`src/rtl/exp3_unidade_controle.sv`:
```
// Control unit for the experiment-3 memory game: sequences latch/compare/advance over 16 plays.
// Optional play timeout in espera is built when macro TIMEOUT_EN is defined.
module exp3_unidade_controle #(
   parameter int TIMEOUT_CICLOS = 5000
) (
   input  logic       clock,
   input  logic       reset,
   input  logic       iniciar,
   input  logic       jogada,
   input  logic       chavesIgualMemoria,
   input  logic       fimC,
   output logic       zeraC,
   output logic       contaC,
   output logic       zeraR,
   output logic       registraR,
   output logic       pronto,
   output logic       acertou,
   output logic       errou,
   output logic       timeout,
   output logic [3:0] db_estado
);

   typedef enum logic [3:0] {
      INICIAL     = 4'h0,
      PREPARACAO  = 4'h1,
      ESPERA      = 4'h2,
      REGISTRA    = 4'h4,
      COMPARACAO  = 4'h5,
      PROXIMO     = 4'h6,
      FIM_ACERTOU = 4'hA,
      FIM_TIMEOUT = 4'hD,
      FIM_ERROU   = 4'hE
   } estado_t;

   estado_t    estado_r;
   estado_t    proximo_s;
   logic       jogada_d_r;
   logic       jogada_pulso_s;
   logic       expirou_s;
   logic [7:0] saidas_r;

   // Output vector order: {zeraC, contaC, zeraR, registraR, pronto, acertou, errou, timeout}
   function automatic logic [7:0] decode_saidas(input estado_t e);
      logic [7:0] s;
      case (e)
         PREPARACAO:  s = 8'b1010_0000;
         REGISTRA:    s = 8'b0001_0000;
         PROXIMO:     s = 8'b0100_0000;
         FIM_ACERTOU: s = 8'b0000_1100;
         FIM_ERROU:   s = 8'b0000_1010;
`ifdef TIMEOUT_EN
         FIM_TIMEOUT: s = 8'b0000_1011;
`endif
         default:     s = 8'b0000_0000;
      endcase
      return s;
   endfunction

   assign jogada_pulso_s = jogada & ~jogada_d_r;

`ifdef TIMEOUT_EN
   localparam int CNT_W = (TIMEOUT_CICLOS > 2) ? $clog2(TIMEOUT_CICLOS) : 1;
   logic [CNT_W-1:0] cont_r;

   // Espera cycle counter, cleared whenever the FSM is elsewhere
   always_ff @(posedge clock) begin
      if (reset) begin
         cont_r <= {CNT_W{1'b0}};
      end else if (estado_r != ESPERA) begin
         cont_r <= {CNT_W{1'b0}};
      end else begin
         cont_r <= cont_r + {{(CNT_W-1){1'b0}}, 1'b1};
      end
   end

   assign expirou_s = (estado_r == ESPERA) && (cont_r == CNT_W'(TIMEOUT_CICLOS - 1));
`else
   logic unused_cfg_s;
   assign unused_cfg_s = ^TIMEOUT_CICLOS;
   assign expirou_s    = 1'b0;
`endif

   // Next-state logic
   always_comb begin
      proximo_s = INICIAL;
      case (estado_r)
         INICIAL: begin
            if (iniciar) proximo_s = PREPARACAO;
            else         proximo_s = INICIAL;
         end
         PREPARACAO: proximo_s = ESPERA;
         ESPERA: begin
            // A play on the last allowed cycle beats the timeout
            if (jogada_pulso_s) proximo_s = REGISTRA;
            else if (expirou_s) proximo_s = FIM_TIMEOUT;
            else                proximo_s = ESPERA;
         end
         REGISTRA: proximo_s = COMPARACAO;
         COMPARACAO: begin
            if (!chavesIgualMemoria) proximo_s = FIM_ERROU;
            else if (fimC)           proximo_s = FIM_ACERTOU;
            else                     proximo_s = PROXIMO;
         end
         PROXIMO: proximo_s = ESPERA;
`ifdef TIMEOUT_EN
         FIM_TIMEOUT,
`endif
         FIM_ACERTOU, FIM_ERROU: begin
            if (iniciar) proximo_s = PREPARACAO;
            else         proximo_s = estado_r;
         end
         default: proximo_s = INICIAL;
      endcase
   end

   // State, edge-detect and registered Moore outputs (decoded from the state being entered)
   always_ff @(posedge clock) begin
      if (reset) begin
         estado_r   <= INICIAL;
         jogada_d_r <= 1'b0;
         saidas_r   <= 8'b0000_0000;
      end else begin
         estado_r   <= proximo_s;
         jogada_d_r <= jogada;
         saidas_r   <= decode_saidas(proximo_s);
      end
   end

   assign {zeraC, contaC, zeraR, registraR, pronto, acertou, errou, timeout} = saidas_r;
   assign db_estado = estado_r;

endmodule

```
`config.mk`:
```
export PLATFORM = sky130hd
export DESIGN_NAME = exp3_unidade_controle
export DESIGN_NICKNAME = d
export VERILOG_FILES = /design/src/rtl/exp3_unidade_controle.sv
export SDC_FILE = /design/constraint.sdc
export NUM_CORES = 1
export LEC_CHECK = 0
export CAP_MARGIN = 10
export CORE_MARGIN = 1.5
export CORE_UTILIZATION = 35
export CTS_CLUSTER_SIZE = 10
export DETAILED_ROUTE_END_ITERATION = 16
export HOLD_SLACK_MARGIN = 0.08
export PLACE_DENSITY = 0.69
export SETUP_SLACK_MARGIN = 0.02
export SYNTH_ARGS = -nofsm -noshare
export SYNTH_HDL_FRONTEND = slang
export SYNTH_SLANG_ARGS = --single-unit
```
`constraint.sdc`:
```
create_clock -name clock -period 3.5 [get_ports clock]
set_clock_uncertainty 0.2 [all_clocks]
set_input_delay 0.7 -clock clock [delete_from_list [all_inputs] [get_ports clock]]
set_output_delay 0.7 -clock clock [all_outputs]
set_load 0.02 [all_outputs]
```
Word level (Yosys, flattened, before mapping)

Cells that the tools add are included.

Equal/unequal tests: 12
Multiplexer cells: 7
Bitwise logic cells: 2
Reductions and logical operators: 3

Operators by type and width:

| operator           | count |
|---|---|
| $pmux 8 s5         | 1 |
| $pmux 4 s6         | 1 |
| $eq 4x3->1 const B | 5 |
| $eq 4x4->1 const B | 4 |
| $mux 4             | 3 |
| $eq 4x1->1 const B | 2 |
| $eq 4x2->1 const B | 1 |
| $logic_not 4->1    | 1 |
| $reduce_or 2->1    | 2 |
| $mux 3             | 1 |
| $and 1x1->1        | 1 |
| $mux 1             | 1 |
| $not 1->1          | 1 |

Register bits after elaboration: 13
Input bits: 6
Output and inout bits: 12
Logic and storage cells: 27

Logic depth before layout (Yosys ltp)

Gate-level depths: netlist (run 1).

Depth in word-level cells: 6
Depth in mapped cells: 5
Gate-level depth less buffers: 4

Worst setup path after synthesis (run 1)

OpenSTA, ideal clock, no wires.

Path type: input -> register
From: in jogada
To: reg saidas_r[1]
Setup time: 59 ps
Data arrival time: 1620 ps
Required time: 3241 ps
Setup slack: 1621 ps
Stages on the path: 4
Path buffers: 0
Cell sequence: or3b_4 or3_1 o211ai_2 a22o_1

Longest elaborated chain between the ends: 5
Elaborated cells between the ends (all ways): 9
Classes of those cells: eq/ne: 5; mux: 3; bitwise: 1

RTL lines:

| what                               | RTL line | source |
|---|---|---|
| from (decl)                        | 9        | `input logic jogada,` |
| $and 1x1->1 (*)                    | 59       | `assign jogada_pulso_s = jogada & ~jogada_d_r;` |
| $mux 3 (*)                         | 94       | `if (jogada_pulso_s) proximo_s = REGISTRA;` |
| $pmux 4 s6 (*)                     | 86       | `case (estado_r)` |
| $eq 4x4->1 (tied with other cells) | 45       | `case (e)` |
| $pmux 8 s5 (*)                     | 45       |  |
| to (signal assigned)               | 125      | `saidas_r <= decode_saidas(proximo_s);` |
| to (decl)                          | 40       | `logic [7:0] saidas_r;` |

Every way passes the cells marked *; elsewhere a longest branch is shown, timed or not.
A chain may end at the register's enable or synchronous reset.

Worst setup path in the final report (run 1)

From: reg estado_r[3], in the netlist db_estado[3]
To: out db_estado[3]

RTL lines:

| what                   | RTL line | source |
|---|---|---|
| from (decl)            | 35       | `estado_t estado_r;` |
| from (signal assigned) | 123      | `estado_r <= proximo_s;` |
| to (decl)              | 20       | `output logic [3:0] db_estado` |

No word-level cell between the ends.

==> results.toml, run 1 <==
[status]
status = "completed"

[die]
die-height_um = 40.91
core_um2 = 1318
initial_core_util = 0.3818
rows = 13
ios = 18
die_w_um = 40.91
die_area_um2 = 1674

[power]
p_leak_nw = 0.2590
powerDensity_nw_per_um2 = 380.7
irDropWorstVdd_uv = 268.0
finalPower_mw = 0.2591

[routing]
route.vias.total = 433
drtIter0Drc = 11
route.detailed.drc = 0
vias_per_cell = 5.094
wl_per_cell_um = 11.39
firstDrtPassIters = 4
antenna_left = 0
finalWirelength_um = 968

[synthesis]
seq_area_frac_synth = 0.4378
synth_cells = 54
synth.area.top_cells = "dfxtp_1, buf_4, nor2_1, nor3b_1, o21a_1"
synthAdderAreaFrac = 0
synthDominantCellAreaShare = 0.4378
yosysTopAreaCell = "dfxtp_1"
yosysUniqueCellTypes = 31
muxShareOfSynthArea = 0
synthArstFlopShare = 0
syn_avg_cell_area_um2 = 9.314
yosysWarnings = 0
post_synth_and_or_nand_nor_area_fraction = 0.2960
synth-edff-count = 0
syn_nets = 60
synth_top_family_by_area = "simple AND/OR/NAND/NOR gates"
synth_compound_area_frac = 0.1891
syn-cell-area_um2 = 503.0
yosys_most_used_dff = "dfxtp_1"
ys_ff_latch = 11
yosys.area_share.xor_xnor = 0

[layout]
drive_gt1_frac = 0.1429
antenna_cells = 0
finalNetCount = 77
finalNonFillerCells = 85
final_util = 0.5166
synthToLayoutAreaGrowth_pct = 35.32
postLayoutCellArea_um2 = 680.7
mostFrequentLayoutCell = "clkdlybuf4s50_1"
mostFrequentLayoutCells = "clkdlybuf4s50_1, dfxtp_1, nor2_1"

[clock_network]
cts_hold_buffers = 0
root_buffer = "clkbuf_4"
htreeDepth = 1
clock-sinks = 11
post-cts-setup-buffer-count = 0
clk_pin_slew_ns = 0.06
cts_max_path_buffers = 2
clk_latency_ns = 0.26
cts_tree = "done"
cts_resized = 0
cts_buffers = 3

[global_route]
grt_first_pass_wirelength_um = 1538
antenna_found_initial = 0
grt_max_degree = 11
grt_usage = 0.1454
grt_pass1_vias = 350
grt_overflow = 0

[setup_path]
start_kind = "register"
cp_cell_sequence = "clkdlybuf4s50_1"
timing.critical_path.buf_inv = 1
endpoint_kind = "primary output"
rr_worst_depth = 4
cp.required_ns = 2.60
timing.rr.end = "saidas_r[1]$_SDFF_PP0_"
r2r_setup_slack_ns = 1.82
arrival_ns = 1.46
critPathMaxStageDelay_ns = 0.68
path_max_fanout = 10
critical_path_class = "register to primary output"
r2r-start = "db_estado[2]$_SDFF_PP0_"
critPathSlowestCell = "clkdlybuf4s50_1"
crit_family = "buffers and inverters"

[placement]
portBuffers = 16
place_congestion = 0.8398
hpwl_um = 718.1
placed_cells = 81
dpl-instance-area_um2 = 654.4
pre_cts_slack_ns = 1.097

[sta]
period_share = 0.6752
setup_viol = 0
whs_ns = 0.4257
setup_slack_ns = 1.137
setup_tns_ns = 0
post-route-min-period_ns = 2.363
rsz0062_at_grt = "no"
slew_viol_final = 0
fmax_mhz = 423.2
hold_viol = 0

[min_path]
hold_path_depth = 2
hold_start = "db_estado[1]$_SDFF_PP0_"
hp-class = "register to register"
hold-path-endpoint = "db_estado[0]$_SDFF_PP0_"

[run]
cap_viol_max_count = 0
## worst max path at each step
stage / from / to / slack (ns) / cells after the start
floorplan: jogada / saidas_r[1]$_SDFF_PP0_ / 1.62 / 4
global placement: jogada / saidas_r[1]$_SDFF_PP0_ / 1.11 / 5
detailed placement: jogada / saidas_r[1]$_SDFF_PP0_ / 1.10 / 5
CTS: db_estado[3]$_SDFF_PP0_ / db_estado[3] / 1.13 / 1
global route: db_estado[3]$_SDFF_PP0_ / db_estado[3] / 1.09 / 1
finish: db_estado[3]$_SDFF_PP0_ / db_estado[3] / 1.14 / 1
## logic make-up (layout without fill, tap and decap cells)
kind of cell | Yosys count | after routing
AOI/OAI and AO/OA | 13 | 13
buffers and inverters | 6 | 22
DFF | 11 | 11
other | 1 | 1
and+or+nand+nor | 23 | 23
## synthesized netlist by cell type, drive strengths merged (2+ instances only)
cell and count:
a21oi 2, buf 3, dfxtp 11, inv 2
nand3 2, nor2 7, nor3b 2, o21a 2
o21ai 2, or3b 2
## layout make-up
| cell class | count | area, um2 |
|---|---|---|
| tap | 15 | 18.77 |
| sequential | 11 | 220.2 |
| timing repair buffer | 16 | 160.2 |
| clock buffer | 4 | 26.28 |
| inverter | 2 | 7.507 |
| multi-input combinational | 37 | 247.7 |
| fill | 130 | 636.9 |
## layer usage
| metal | vias to the layer above | GRT usage | routed length [um] | part of all wire |
|---|---|---|---|---|
| met2 | 13 | 0.1953 | 429 | 0.44 |
| met3 | 0 | 0.09783 | 50 | 0.052 |
| met5 | - | 0 | 0 | 0 |
| met1 | 200 | 0.2013 | 489 | 0.51 |
| li1 | 220 | - | - | - |
| met4 | 0 | 0 | 0 | 0 |
## worst min-delay path, cell delays in order (launching register included)
cell and delay (ns):
dfxtp_1 0.38, nand3_1 0.11, a211oi_1 0.07
## flip-flops by register name, indices dropped and copies added (netlist names)
register    flops
db_estado       4
saidas_r        6
jogada_d_r      1
## where the power goes
group          switching, mW  internal (mW)  leakage, nW
logic                 0.0202         0.0217        0.155
registers            0.00556          0.129       0.0895
clock network         0.0382         0.0441       0.0150
total                 0.0640          0.195        0.259
Power figures use the tool's default switching activity.
==> run 2: changes to the inputs <==
- clock period: 3.5 -> 2.4 ns (I/O delays scaled with it)
==> run 2 against run 1 <==
Count of clock-buffer cells in the layout unchanged. Die area unchanged. Largest cell class unchanged. Worst setup slack got worse by 0.87 ns. Utilization up 0.57 points. Sequential cell count did not move.
==> results.toml, run 2 (synthesis gave the netlist of run 1 again) <==
[setup_path]
path_depth = 1
endpoint_kind = "primary output"
crit_start = "db_estado[3]$_SDFF_PP0_"
timing.critical_path.buf_inv = 1
critPathMaxStageDelay_ns = 0.68
cp_cell_sequence = "clkdlybuf4s50_1"
r2r_setup_slack_ns = 0.71
crit_family = "buffers and inverters"
cp.required_ns = 1.72
path_max_fanout = 10
critPathSlowestCell = "clkdlybuf4s50_1"
start_kind = "register"
crit_path_end = "db_estado[3]"
arrival_ns = 1.46
timing.rr.end = "saidas_r[1]$_SDFF_PP0_"
r2r-start = "db_estado[2]$_SDFF_PP0_"
rr_worst_depth = 4
critical_path_class = "register to primary output"

[die]
die_w_um = 40.91
rows = 13
ios = 18
die-height_um = 40.91
die_area_um2 = 1674
initial_core_util = 0.3818
core_um2 = 1318

[layout]
final_util = 0.5223
drive_gt1_frac = 0.1549
largest_reg_flops = 6
mostFrequentLayoutCells = "clkdlybuf4s50_1, dfxtp_1, nor2_1"
antenna_cells = 0
synthToLayoutAreaGrowth_pct = 36.82
mostFrequentLayoutCell = "clkdlybuf4s50_1"
postLayoutCellArea_um2 = 688.2
top_register = "saidas_r"
finalNetCount = 78

[sta]
setup_viol = 0
period_share = 0.8901
setup_tns_ns = 0
post-route-min-period_ns = 2.136
slew_viol_final = 0
rsz0062_at_grt = "no"
hold_viol = 0
fmax_mhz = 468.1

[global_route]
antenna_found_initial = 0
grt_overflow = 0
grt_max_degree = 11
grt_usage = 0.1509
grt_first_pass_wirelength_um = 1593
grt_pass1_vias = 379

[clock_network]
cts_buffers = 3
clk_latency_ns = 0.27
clock-sinks = 11
root_buffer = "clkbuf_4"
cts_tree = "done"
post-cts-setup-buffer-count = 0
cts_hold_buffers = 0
cts_resized = 0
htreeDepth = 1
cts_max_path_buffers = 2
clk_pin_slew_ns = 0.06

[placement]
portBuffers = 16
dpl-instance-area_um2 = 661.9
hpwl_um = 770.2
place_congestion = 0.8468

[run]
cap_viol_max_count = 0

[min_path]
hp-class = "register to register"
hold_path_depth = 3

[routing]
route.vias.total = 461
route.detailed.drc = 0
firstDrtPassIters = 4
vias_per_cell = 5.360
wl_per_cell_um = 12.22
antenna_left = 0
drtIter0Drc = 18
finalWirelength_um = 1051

[power]
p_leak_nw = 0.2632
powerDensity_nw_per_um2 = 555.8
irDropWorstVdd_uv = 395.0

[status]
status = "completed"
## run 2: changes by cell type in the layout (fill, tap and decap cells not counted)
cell / change
buf_4: +1
## run 2: worst min path at each step
stage,from,end,slack (ns)
detailed placement,db_estado[0]$_SDFF_PP0_,db_estado[0]$_SDFF_PP0_,0.42
global placement,db_estado[1]$_SDFF_PP0_,db_estado[0]$_SDFF_PP0_,0.43
global route,jogada_d_r$_SDFF_PP0_,db_estado[1]$_SDFF_PP0_,0.51
finish,jogada_d_r$_SDFF_PP0_,db_estado[1]$_SDFF_PP0_,0.46
floorplan,jogada_d_r$_SDFF_PP0_,db_estado[1]$_SDFF_PP0_,0.39
CTS,jogada_d_r$_SDFF_PP0_,db_estado[1]$_SDFF_PP0_,0.46
## run 2: metal layers
metal,share of wire,track usage,vias up
met5,0,0,-
met4,0,0.02500,0
met3,0.077,0.08152,0
met2,0.52,0.2617,21
met1,0.40,0.1612,217
li1,-,-,223
## run 2: final cells by class
class | count | area (um2)
inverter | 2 | 7.507
fill | 124 | 629.4
timing repair buffer | 17 | 167.7
multi-input combinational | 37 | 247.7
sequential | 11 | 220.2
tap | 15 | 18.77
clock buffer | 4 | 26.28
## run 2: report_power, final
group          total (mW)  internal, mW  switching [mW]
Combinational      0.0620        0.0318          0.0303
Sequential          0.197         0.189         0.00824
Clock               0.124        0.0644          0.0591
Total               0.382         0.285          0.0976
## run 2: per-stage QoR
stage	instances	power (mW)	hold slack, ns	setup WS [ns]
global route	86	0.4016	0.5071	0.2024
detailed placement	82	0.2623	0.4245	0.2043
finish	86	0.3825	0.4583	0.2637
CTS	86	0.3860	0.4581	0.2539
floorplan	54	0.2378	0.3893	0.7414
global placement	82	0.2615	0.4252	0.2223
